$ cat config.mk
export PLATFORM = sky130hd
export DESIGN_NAME = uart_rx_sequencer_flat
export DESIGN_NICKNAME = d
export VERILOG_FILES = /design/src/rtl/uart_pkg.sv /design/src/rtl/uart_rx_sequencer_if.sv /design/src/rtl/uart_rx_sequencer_rx_sync.sv /design/src/rtl/uart_rx_sequencer.sv /design/src/flat_wrapper.sv
export SDC_FILE = /design/constraint.sdc
export NUM_CORES = 1
export LEC_CHECK = 0
export ABC_AREA = 0
export CORE_MARGIN = 2
export CORE_UTILIZATION = 35
export DETAILED_ROUTE_END_ITERATION = 8
export SYNTH_ARGS = -nofsm -noshare
export SYNTH_HDL_FRONTEND = slang
export SYNTH_HIERARCHICAL = 1
export SYNTH_SLANG_ARGS = --single-unit
$ cat constraint.sdc
create_clock -name clk -period 3.2 [get_ports clk]
set_clock_uncertainty 0.1 [all_clocks]
set_input_delay 0.32 -clock clk [delete_from_list [all_inputs] [get_ports clk]]
set_output_delay 0.32 -clock clk [all_outputs]
set_load 0.005 [all_outputs]
$ cat src/rtl/uart_pkg.sv
// uart_pkg: FSM state encoding and word-width limits shared by the UART RX and TX sequencers
package uart_pkg;
  typedef logic [2:0] state_t;
  localparam state_t S_IDLE  = 3'd0;
  localparam state_t S_START = 3'd1;
  localparam state_t S_DATA  = 3'd2;
  localparam state_t S_PAR   = 3'd3;
  localparam state_t S_STOP  = 3'd4;
  localparam int DATA_BITS_MIN = 5;
  localparam int DATA_BITS_MAX = 8;
endpackage

$ cat src/rtl/uart_rx_sequencer_if.sv
// uart_rx_sequencer_if: sampling-timer control and host-side valid/ready word port (parity_err only with UART_RX_PARITY_EN)
interface uart_rx_sequencer_if #(parameter int DATA_BITS = 8);
  logic                 timer_start;
  logic                 timer_sample;
  logic [DATA_BITS-1:0] rx_data;
  logic                 rx_valid;
  logic                 rx_ready;
  logic                 frame_err;
  logic                 overrun;
  logic                 busy;
`ifdef UART_RX_PARITY_EN
  logic                 parity_err;
  modport master(output timer_start, rx_data, rx_valid, frame_err, overrun, busy, parity_err,
                 input timer_sample, rx_ready);
  modport slave(input timer_start, rx_data, rx_valid, frame_err, overrun, busy, parity_err,
                output timer_sample, rx_ready);
`else
  modport master(output timer_start, rx_data, rx_valid, frame_err, overrun, busy,
                 input timer_sample, rx_ready);
  modport slave(input timer_start, rx_data, rx_valid, frame_err, overrun, busy,
                output timer_sample, rx_ready);
`endif
endinterface

$ cat src/rtl/uart_rx_sequencer_rx_sync.sv
// rx_sync: 2-FF synchroniser that resets to 1 so an idle-high line sees no false edge out of reset
module rx_sync #(parameter int W = 1) (
  input  logic         clk,
  input  logic         rst,
  input  logic [W-1:0] i_d,
  output logic [W-1:0] o_q
);
  logic [W-1:0] r_meta, r_sync;
  // two-stage resynchronisation of the asynchronous input
  always_ff @(posedge clk or posedge rst)
    if (rst) begin
      r_meta <= '1;
      r_sync <= '1;
    end else begin
      r_meta <= i_d;
      r_sync <= r_meta;
    end
  assign o_q = r_sync;
endmodule

$ cat src/rtl/uart_rx_sequencer.sv
// uart_rx_sequencer: UART receive FSM driving the sampling timer; even parity with UART_RX_PARITY_EN
module uart_rx_sequencer
  import uart_pkg::*;
#(parameter int DATA_BITS = 8) (
  input  logic                  clk,
  input  logic                  rst,
  input  logic                  rxd,
  uart_rx_sequencer_if.master   bus
);
  localparam int CW = $clog2(DATA_BITS + 1);
  if (DATA_BITS < DATA_BITS_MIN || DATA_BITS > DATA_BITS_MAX) begin : g_bad_bits
    $error("uart_rx_sequencer: DATA_BITS out of range");
  end
  logic                 w_rxd_sync, w_fall, w_start, w_sample, w_last;
  logic                 w_stop_smp, w_done, w_ferr, w_accept, w_busy;
  logic                 r_rxd_prev;
  state_t               r_state, w_next;
  logic [DATA_BITS-1:0] r_shreg, r_rx_data;
  logic [CW-1:0]        r_bit_cnt;
  logic                 r_rx_valid, r_frame_err, r_overrun;
  rx_sync #(.W(1)) u_sync (.clk(clk), .rst(rst), .i_d(rxd), .o_q(w_rxd_sync));
  assign w_fall     = r_rxd_prev & ~w_rxd_sync;
  assign w_sample   = bus.timer_sample & (r_state != S_IDLE);
  assign w_last     = r_bit_cnt == CW'(DATA_BITS - 1);
  assign w_stop_smp = (r_state == S_STOP) & w_sample;
  assign w_done     = w_stop_smp & w_rxd_sync;
  assign w_ferr     = w_stop_smp & ~w_rxd_sync;
  assign w_accept   = r_rx_valid & bus.rx_ready;
  // edge-detect delay flop and FSM state register
  always_ff @(posedge clk or posedge rst)
    if (rst) begin
      r_rxd_prev <= 1'b1;
      r_state    <= S_IDLE;
    end else begin
      r_rxd_prev <= w_rxd_sync;
      r_state    <= w_next;
    end
  // next state: each non-idle state advances only on a timer sample
  always_comb begin
    w_next = r_state;
    case (r_state)
      S_IDLE:  w_next = w_fall ? S_START : S_IDLE;
      S_START: w_next = w_sample ? (w_rxd_sync ? S_IDLE : S_DATA) : S_START;
`ifdef UART_RX_PARITY_EN
      S_DATA:  w_next = (w_sample && w_last) ? S_PAR : S_DATA;
      S_PAR:   w_next = w_sample ? S_STOP : S_PAR;
`else
      S_DATA:  w_next = (w_sample && w_last) ? S_STOP : S_DATA;
`endif
      S_STOP:  w_next = w_sample ? S_IDLE : S_STOP;
      default: w_next = S_IDLE;
    endcase
  end
  // FSM outputs: timer restart on a start edge seen in IDLE, busy outside IDLE
  always_comb begin
    w_start = (r_state == S_IDLE) & w_fall;
    w_busy  = r_state != S_IDLE;
  end
  // LSB-first shift register; bit counter cleared on entry to DATA
  always_ff @(posedge clk or posedge rst)
    if (rst) begin
      r_shreg   <= '0;
      r_bit_cnt <= '0;
    end else if (r_state == S_START && w_sample) begin
      r_bit_cnt <= '0;
    end else if (r_state == S_DATA && w_sample) begin
      r_shreg   <= {w_rxd_sync, r_shreg[DATA_BITS-1:1]};
      r_bit_cnt <= r_bit_cnt + 1'b1;
    end
  // holding register: a completion loads only if the slot is free or being accepted this cycle
  always_ff @(posedge clk or posedge rst)
    if (rst) begin
      r_rx_data   <= '0;
      r_rx_valid  <= 1'b0;
      r_frame_err <= 1'b0;
      r_overrun   <= 1'b0;
    end else begin
      r_frame_err <= w_ferr;
      r_overrun   <= w_accept ? 1'b0 : (r_overrun | (w_done & r_rx_valid));
      if (w_done && (!r_rx_valid || w_accept)) begin
        r_rx_data  <= r_shreg;
        r_rx_valid <= 1'b1;
      end else if (w_accept) begin
        r_rx_valid <= 1'b0;
      end
    end
`ifdef UART_RX_PARITY_EN
  logic r_par_bad, r_parity_err;
  // latch the parity verdict in PAR and report it alongside the stop sample
  always_ff @(posedge clk or posedge rst)
    if (rst) begin
      r_par_bad    <= 1'b0;
      r_parity_err <= 1'b0;
    end else begin
      r_par_bad    <= (r_state == S_PAR && w_sample) ? (w_rxd_sync ^ (^r_shreg)) : r_par_bad;
      r_parity_err <= w_stop_smp & r_par_bad;
    end
  assign bus.parity_err = r_parity_err;
`endif
  assign bus.timer_start = w_start;
  assign bus.busy        = w_busy;
  assign bus.rx_data     = r_rx_data;
  assign bus.rx_valid    = r_rx_valid;
  assign bus.frame_err   = r_frame_err;
  assign bus.overrun     = r_overrun;
endmodule

$ cat src/flat_wrapper.sv
// flat-port wrapper written by rule: the top's interface ports become plain ports
module uart_rx_sequencer_flat import uart_pkg::*;
#(parameter int DATA_BITS = 8)
  (clk, rst, rxd, bus_timer_start, bus_rx_data, bus_rx_valid, bus_frame_err, bus_overrun, bus_busy, bus_timer_sample, bus_rx_ready);
  uart_rx_sequencer_if #(.DATA_BITS(DATA_BITS)) bus_i ();
  input  logic clk;
  input  logic rst;
  input  logic rxd;
  output wire logic [$bits(bus_i.timer_start)-1:0] bus_timer_start;
  output wire logic [$bits(bus_i.rx_data)-1:0] bus_rx_data;
  output wire logic [$bits(bus_i.rx_valid)-1:0] bus_rx_valid;
  output wire logic [$bits(bus_i.frame_err)-1:0] bus_frame_err;
  output wire logic [$bits(bus_i.overrun)-1:0] bus_overrun;
  output wire logic [$bits(bus_i.busy)-1:0] bus_busy;
  input wire logic [$bits(bus_i.timer_sample)-1:0] bus_timer_sample;
  input wire logic [$bits(bus_i.rx_ready)-1:0] bus_rx_ready;
  assign bus_timer_start = bus_i.timer_start;
  assign bus_rx_data = bus_i.rx_data;
  assign bus_rx_valid = bus_i.rx_valid;
  assign bus_frame_err = bus_i.frame_err;
  assign bus_overrun = bus_i.overrun;
  assign bus_busy = bus_i.busy;
  assign bus_i.timer_sample = bus_timer_sample;
  assign bus_i.rx_ready = bus_rx_ready;
  uart_rx_sequencer #(.DATA_BITS(DATA_BITS)) u_core (.clk(clk), .rst(rst), .rxd(rxd), .bus(bus_i));
endmodule
==> Word-level counts from Yosys, hierarchy flattened <==
Cells that the tools add are included.
{ "word_totals": {"register_bits": 29} }
{ "classes": {"bitwise_logic": 11, "muxes": 11, "n_addsub": 1, "n_eq_ne": 4, "n_reduce_logical": 11} }
{ "ops": {"columns": ["cell", "count"], "rows": [
  ["one-hot mux 3 bit (4 select lines)", 1],
  ["two-way mux 3 bit", 3],
  ["bitwise AND 1 bit", 8],
  ["two-way mux 4 bit", 2],
  ["adder 4 x 1 -> 4 bit (second input constant)", 1],
  ["equality test 4 x 3 -> 1 bit (second input constant)", 1],
  ["logical AND 1 bit", 4],
  ["two-way mux 1 bit", 4],
  ["nonzero test 2 bit", 2],
  ["equality test 3 x 1 -> 1 bit (second input constant)", 1],
  ["equality test 3 x 2 -> 1 bit (second input constant)", 1],
  ["equality test 3 bit (second input constant)", 1],
  ["logical NOT 3 bit", 1],
  ["nonzero test 3 bit", 1],
  ["two-way mux 2 bit", 1],
  ["inverter 1 bit", 2],
  ["AND reduction 2 bit", 1],
  ["logical NOT 1 bit", 1],
  ["logical OR 1 bit", 1],
  ["bitwise OR 1 bit", 1]
]} }

==> Longest topological paths before layout <==
{ "depth": {"ltp_word": 7, "depth_mapped": 4, "mapped_depth_nobuf": 4} }

==> By module <==
The synthesis kept the hierarchy.
{ "modules_own_cells": {"columns": ["module", "seq_area_each_um2", "n_inst", "area_per_inst_um2", "cells_each"], "rows": [
  ["uart_rx_sequencer", 676.9, 1, 1189.9, 94],
  ["rx_sync", 52.6, 1, 56.3, 3]
]} }

==> Least setup slack after synthesis <==
No wires, ideal clock.
{ "synth_timing": {"kind": "flip-flop to output port", "startpoint": "register u_core.r_state[0]", "endpoint": "output bus_timer_start", "t_required_ps": 2780, "setup_slack_ps": 1623, "stages_incl_launch_ff": 4, "n_path_buf": 1, "arrival_ps": 1157, "cell_sequence": "dfrtp_1 -> clkbuf_1 -> or3_2 -> nor2_1"} }
{ "synth_between": {"elab_chain_len": 2} }
{ "synth_lines": {"columns": ["element", "line", "text"], "rows": [
  ["from (decl)", "uart_rx_sequencer.sv:17", "state_t r_state, w_next;"],
  ["from (signal assigned)", "uart_rx_sequencer.sv:36", "r_state <= w_next;"],
  ["logical NOT 3 bit", "uart_rx_sequencer.sv:56", "w_start = (r_state == S_IDLE) & w_fall;"],
  ["bitwise AND 1 bit", "uart_rx_sequencer.sv:56", null],
  ["to (decl)", "flat_wrapper.sv:9", "output wire logic [$bits(bus_i.timer_start)-1:0] bus_timer_start;"]
]} }
Every way passes these cells.

==> Final worst setup path <==
Same ends and word-level chain as after synthesis.

==> results.txt <==
----------------------------------------------------
[Run status]
  Result of the run ... finished, final reports clean

[CTS]
  Clock insertion delay at the later pin of the skew report ... 0.33 ns
  Clk slew on worst S/H paths ... 0.09 ns
  Clock tree from TritonCTS ... done
  Number of buffers created by CTS ... 5
  Max clock buf depth ... 2
  Number of cells upsized or downsized after cts ... 0
  Clock tree root buffer cell ... sky130_fd_sc_hd__clkbuf_4
  Number of buffers inserted for hold repair after clock tree synthesis ... 0
  Clock Sinks ... 29
  Depth of the CTS H-tree ... 2
  Number of setup buffers added after CTS ... 0

[STA]
  Setup TNS ... 0 ns
  Number of failing setup endpoints in the final timing report ... 0
  Final Hold Fails ... 0
  Transition at the pin with the smallest max-transition slack ... 0.981 ns
  Worst slack on hold paths ... between 0.2 and 0.25 ns
  Ratio of final minimum period to clock period ... 73.5%
  Final critical-path setup slack ... about 0.85 ns
  Number of pins with negative max-slew slack in the final report ... 0
  Max Freq ... 425 MHz
  Max_slew headroom ... 34.6%
  RSZ-0062 raised after global routing ... false
  Final critical path time including I/O delays and setup ... 2.35 ns

[Synth]
  Synthesized area per cell ... between 10 and 15 um2
  Largest family of logic cells by synthesized area ... simple AND/OR/NAND/NOR gates
  Post-Synth Adder-Cell Area ... 1.00%
  Seq cells post-synth ... 29
  Fraction of synthesized cell area taken by the top area cell type ... 52.2%
  Synth area leader ... sky130_fd_sc_hd__dfrtp_1
  Warnings from Yosys ... 6
  Instance count of the mapped netlist ... 97
  Library cells used by synthesis ... 30
  Share of the synthesized area in compound gates (AO/OA/AOI/OAI) ... 5.42%
  Multiplexer fraction of the synthesized cell area ... 15.4%
  Area contributors post-synth ... sky130_fd_sc_hd__dfrtp_1 (52%), sky130_fd_sc_hd__mux2_2 (15%), sky130_fd_sc_hd__dfstp_2 (6.3%), sky130_fd_sc_hd__nand2_1 (1.8%), sky130_fd_sc_hd__o21ai_0 (1.6%)
  Synthesized area ... 1250 um2
  Number of nets in the synthesized netlist ... 103
  Xor/xnor share of the synthesized area ... 0%
  Simple logic cell fraction of the synthesized area ... roughly 18%
  Sequential-to-total area share from yosys stat ... between 50 and 60%

[Drt]
  Total iterations of the first detailed-routing run ... 4
  Post-route DRC violation count ... 0
  Number of DRC violations after detailed-routing iteration 0 ... 42
  Via total after detailed routing ... 819
  Average detailed-routed wire length per instance ... 13.1 um
  Number of nets with antenna violations after routing ... 0
  Total Routed Length ... 2150 um
  Mean number of vias per cell ... approximately 5

[Setup path]
  Required time of the critical path ... around 2.8 ns
  Critical Path Fanout Max ... 13
  CP Capture Type ... primary output
  Crit path kind ... flop to primary output
  Element type at the critical path start ... flop
  Worst path arrival time ... 1.93 ns

[Global routing]
  Pin count of the biggest net entering global routing ... 28
  Met2 demand-to-capacity share in global routing ... between 10% and 20%
  Via count of the first global-routing pass ... between 800 and 900
  First-pass GRT wire length ... between 3000 and 4000 um
  GRT Max-Usage Layer ... met2
  Number of antenna violations at the first check in global routing ... 0
  Overflow left after global routing ... 0
  Tot GR Track Use ... 12.8%
  Global routing met3 resource utilization ... 4.11%
  Met1 Use GR ... 16.2%

[Place]
  Hpwl dp ... 1440 um
  Placer Congestion ... 0.796
  Pre-CTS setup slack ... between 1 and 1.5 ns
  Port Buffers ... 17

[Die]
  Die extent in y ... 63.7 um
  X dimension of the die ... 63.7 um
  Initial core utilization ... 36.8%
  Std cell rows ... 21
  CORE AREA ... 3390 um2
  Floorplan die area ... 4050 um2
  Number of top-level pins ... 18

[Cells and area]
  Layout fillers ... 316
  Post-layout nets ... 124
  Ant. Diodes ... 0
  Utilization after layout ... 45.7%
  Layout overhead on the synthesized area ... 24.4%
  Ratio of cells with drive above 1 in the final layout ... around 29%

[Power and ir drop]
  Static leakage ... about 0.7 nW
  Pwr Density ... ~670 nW/um2
  Maximum VDD drop ... 0.000324 V

[Flow run]
  MaxCap Viol Count ... 0

[Worst hold path]
  Min-delay worst type ... input port to async pin

----------------------------------------------------
-- power by group --
part           internal (mW)  switching [mW]
Combinational          0.118          0.0810
Clock                  0.186           0.129
Sequential             0.442          0.0873
Total                  0.746           0.297
-- synthesized netlist by cell type --
master / n
sky130_fd_sc_hd__nor3_1: 1
sky130_fd_sc_hd__nand4b_1: 2
sky130_fd_sc_hd__nand4_1: 2
sky130_fd_sc_hd__inv_1: 3
sky130_fd_sc_hd__dfrtp_1: 26
sky130_fd_sc_hd__and4bb_4: 1
sky130_fd_sc_hd__or2b_2: 1
sky130_fd_sc_hd__nand3_1: 2
sky130_fd_sc_hd__nor4bb_1: 1
sky130_fd_sc_hd__mux2_2: 17
sky130_fd_sc_hd__a32oi_1: 1
sky130_fd_sc_hd__buf_2: 1
sky130_fd_sc_hd__nor2_1: 5
sky130_fd_sc_hd__nor2b_1: 3
sky130_fd_sc_hd__a31oi_1: 1
sky130_fd_sc_hd__and2b_2: 1
sky130_fd_sc_hd__nand2b_1: 2
sky130_fd_sc_hd__o311ai_0: 2
sky130_fd_sc_hd__ha_1: 1
sky130_fd_sc_hd__a21oi_1: 3
sky130_fd_sc_hd__dfstp_2: 3
sky130_fd_sc_hd__and3b_1: 1
sky130_fd_sc_hd__and4bb_2: 1
sky130_fd_sc_hd__nand3b_1: 1
sky130_fd_sc_hd__and2_1: 1
sky130_fd_sc_hd__nand2_1: 6
sky130_fd_sc_hd__clkbuf_1: 2
sky130_fd_sc_hd__or3_2: 1
sky130_fd_sc_hd__o21ai_0: 4
sky130_fd_sc_hd__nand3_4: 1
-- registers in the layout, indices dropped and copies added, names as in the netlist, 3 cells and up --
signal,cells
u_core/r_state,3
u_core/r_bit_cnt,4
u_core/bus.rx_data,8
u_core/r_shreg,8
-- routing by layer --
| metal | wire, um | part of all wire (%) |
|---|---|---|
| met1 | 1010 | 47 |
| met4 | 56 | 2.6 |
| met2 | 983 | 46 |
| met3 | 104 | 4.8 |
| met5 | 0 | 0 |
-- cell type report --
type | instances | area, um2 | area share (%)
tap | 46 | 57.6 | 3.71
multi-input combinational | 62 | 493 | 31.8
timing repair buffer | 17 | 170 | 11.0
sequential | 29 | 729 | 47.1
clock buffer | 6 | 51.3 | 3.31
clock inverter | 2 | 37.5 | 2.42
inverter | 3 | 11.3 | 0.726
-- cell families after synthesis --
logic type	after synthesis
AO/OA/AOI/OAI	11
adder cells (fa/ha/maj)	1
buffers and inverters	6
flip-flops	29
multiplexers	17
AND/OR/NAND/NOR	33
-- final timing paths --
kind,end,slack [ns],startpoint,cells past startpoint
max in group asynchronous,u_core/bus.frame_err$_DFF_PP0_,1.95,rst,2
max reg2reg,u_core/bus.rx_data[7]$_DFFE_PP0P_,1.61,u_core/r_state[1]$_DFF_PP0_,3
min,u_core/u_sync/r_meta$_DFF_PP1_,0.23,rst,2
max,bus_timer_start,0.85,u_core/r_state[0]$_DFF_PP0_,3
min reg2reg,u_core/u_sync/o_q$_DFF_PP1_,0.26,u_core/u_sync/r_meta$_DFF_PP1_,0
min in group clk,u_core/u_sync/o_q$_DFF_PP1_,0.26,u_core/u_sync/r_meta$_DFF_PP1_,0
-- worst max-delay path, cell delays in order (launching register included) --
cell and delay [ns]:
sky130_fd_sc_hd__dfrtp_1 0.50, sky130_fd_sc_hd__or3_2 0.50, sky130_fd_sc_hd__nor2_1 0.11, sky130_fd_sc_hd__clkdlybuf4s50_1 0.50
-- cells in the final DEF, fill, tap and decap left out, types with 3 or more instances in the layout --
cell type	netlist	layout
sky130_fd_sc_hd__dfstp_2	3	3
sky130_fd_sc_hd__clkbuf_4	0	5
sky130_fd_sc_hd__nor2_1	5	5
sky130_fd_sc_hd__nor2b_1	3	3
sky130_fd_sc_hd__o21ai_0	4	4
sky130_fd_sc_hd__mux2_2	17	17
sky130_fd_sc_hd__clkdlybuf4s50_1	0	17
sky130_fd_sc_hd__inv_1	3	3
sky130_fd_sc_hd__nand2_1	6	6
sky130_fd_sc_hd__a21oi_1	3	3
sky130_fd_sc_hd__dfrtp_1	26	26
-- through the flow --
stage | instance area [um2] | total power, mW | cells
2_1_floorplan | 1250 | 0.666 | 97
6_report | 1550 | 1.04 | 165
4_1_cts | 1550 | 1.06 | 165
5_1_grt | 1550 | 1.12 | 165
3_3_place_gp | 1460 | 0.728 | 157
3_5_place_dp | 1460 | 0.737 | 157
No activity file was read; power rests on OpenSTA's default activity.
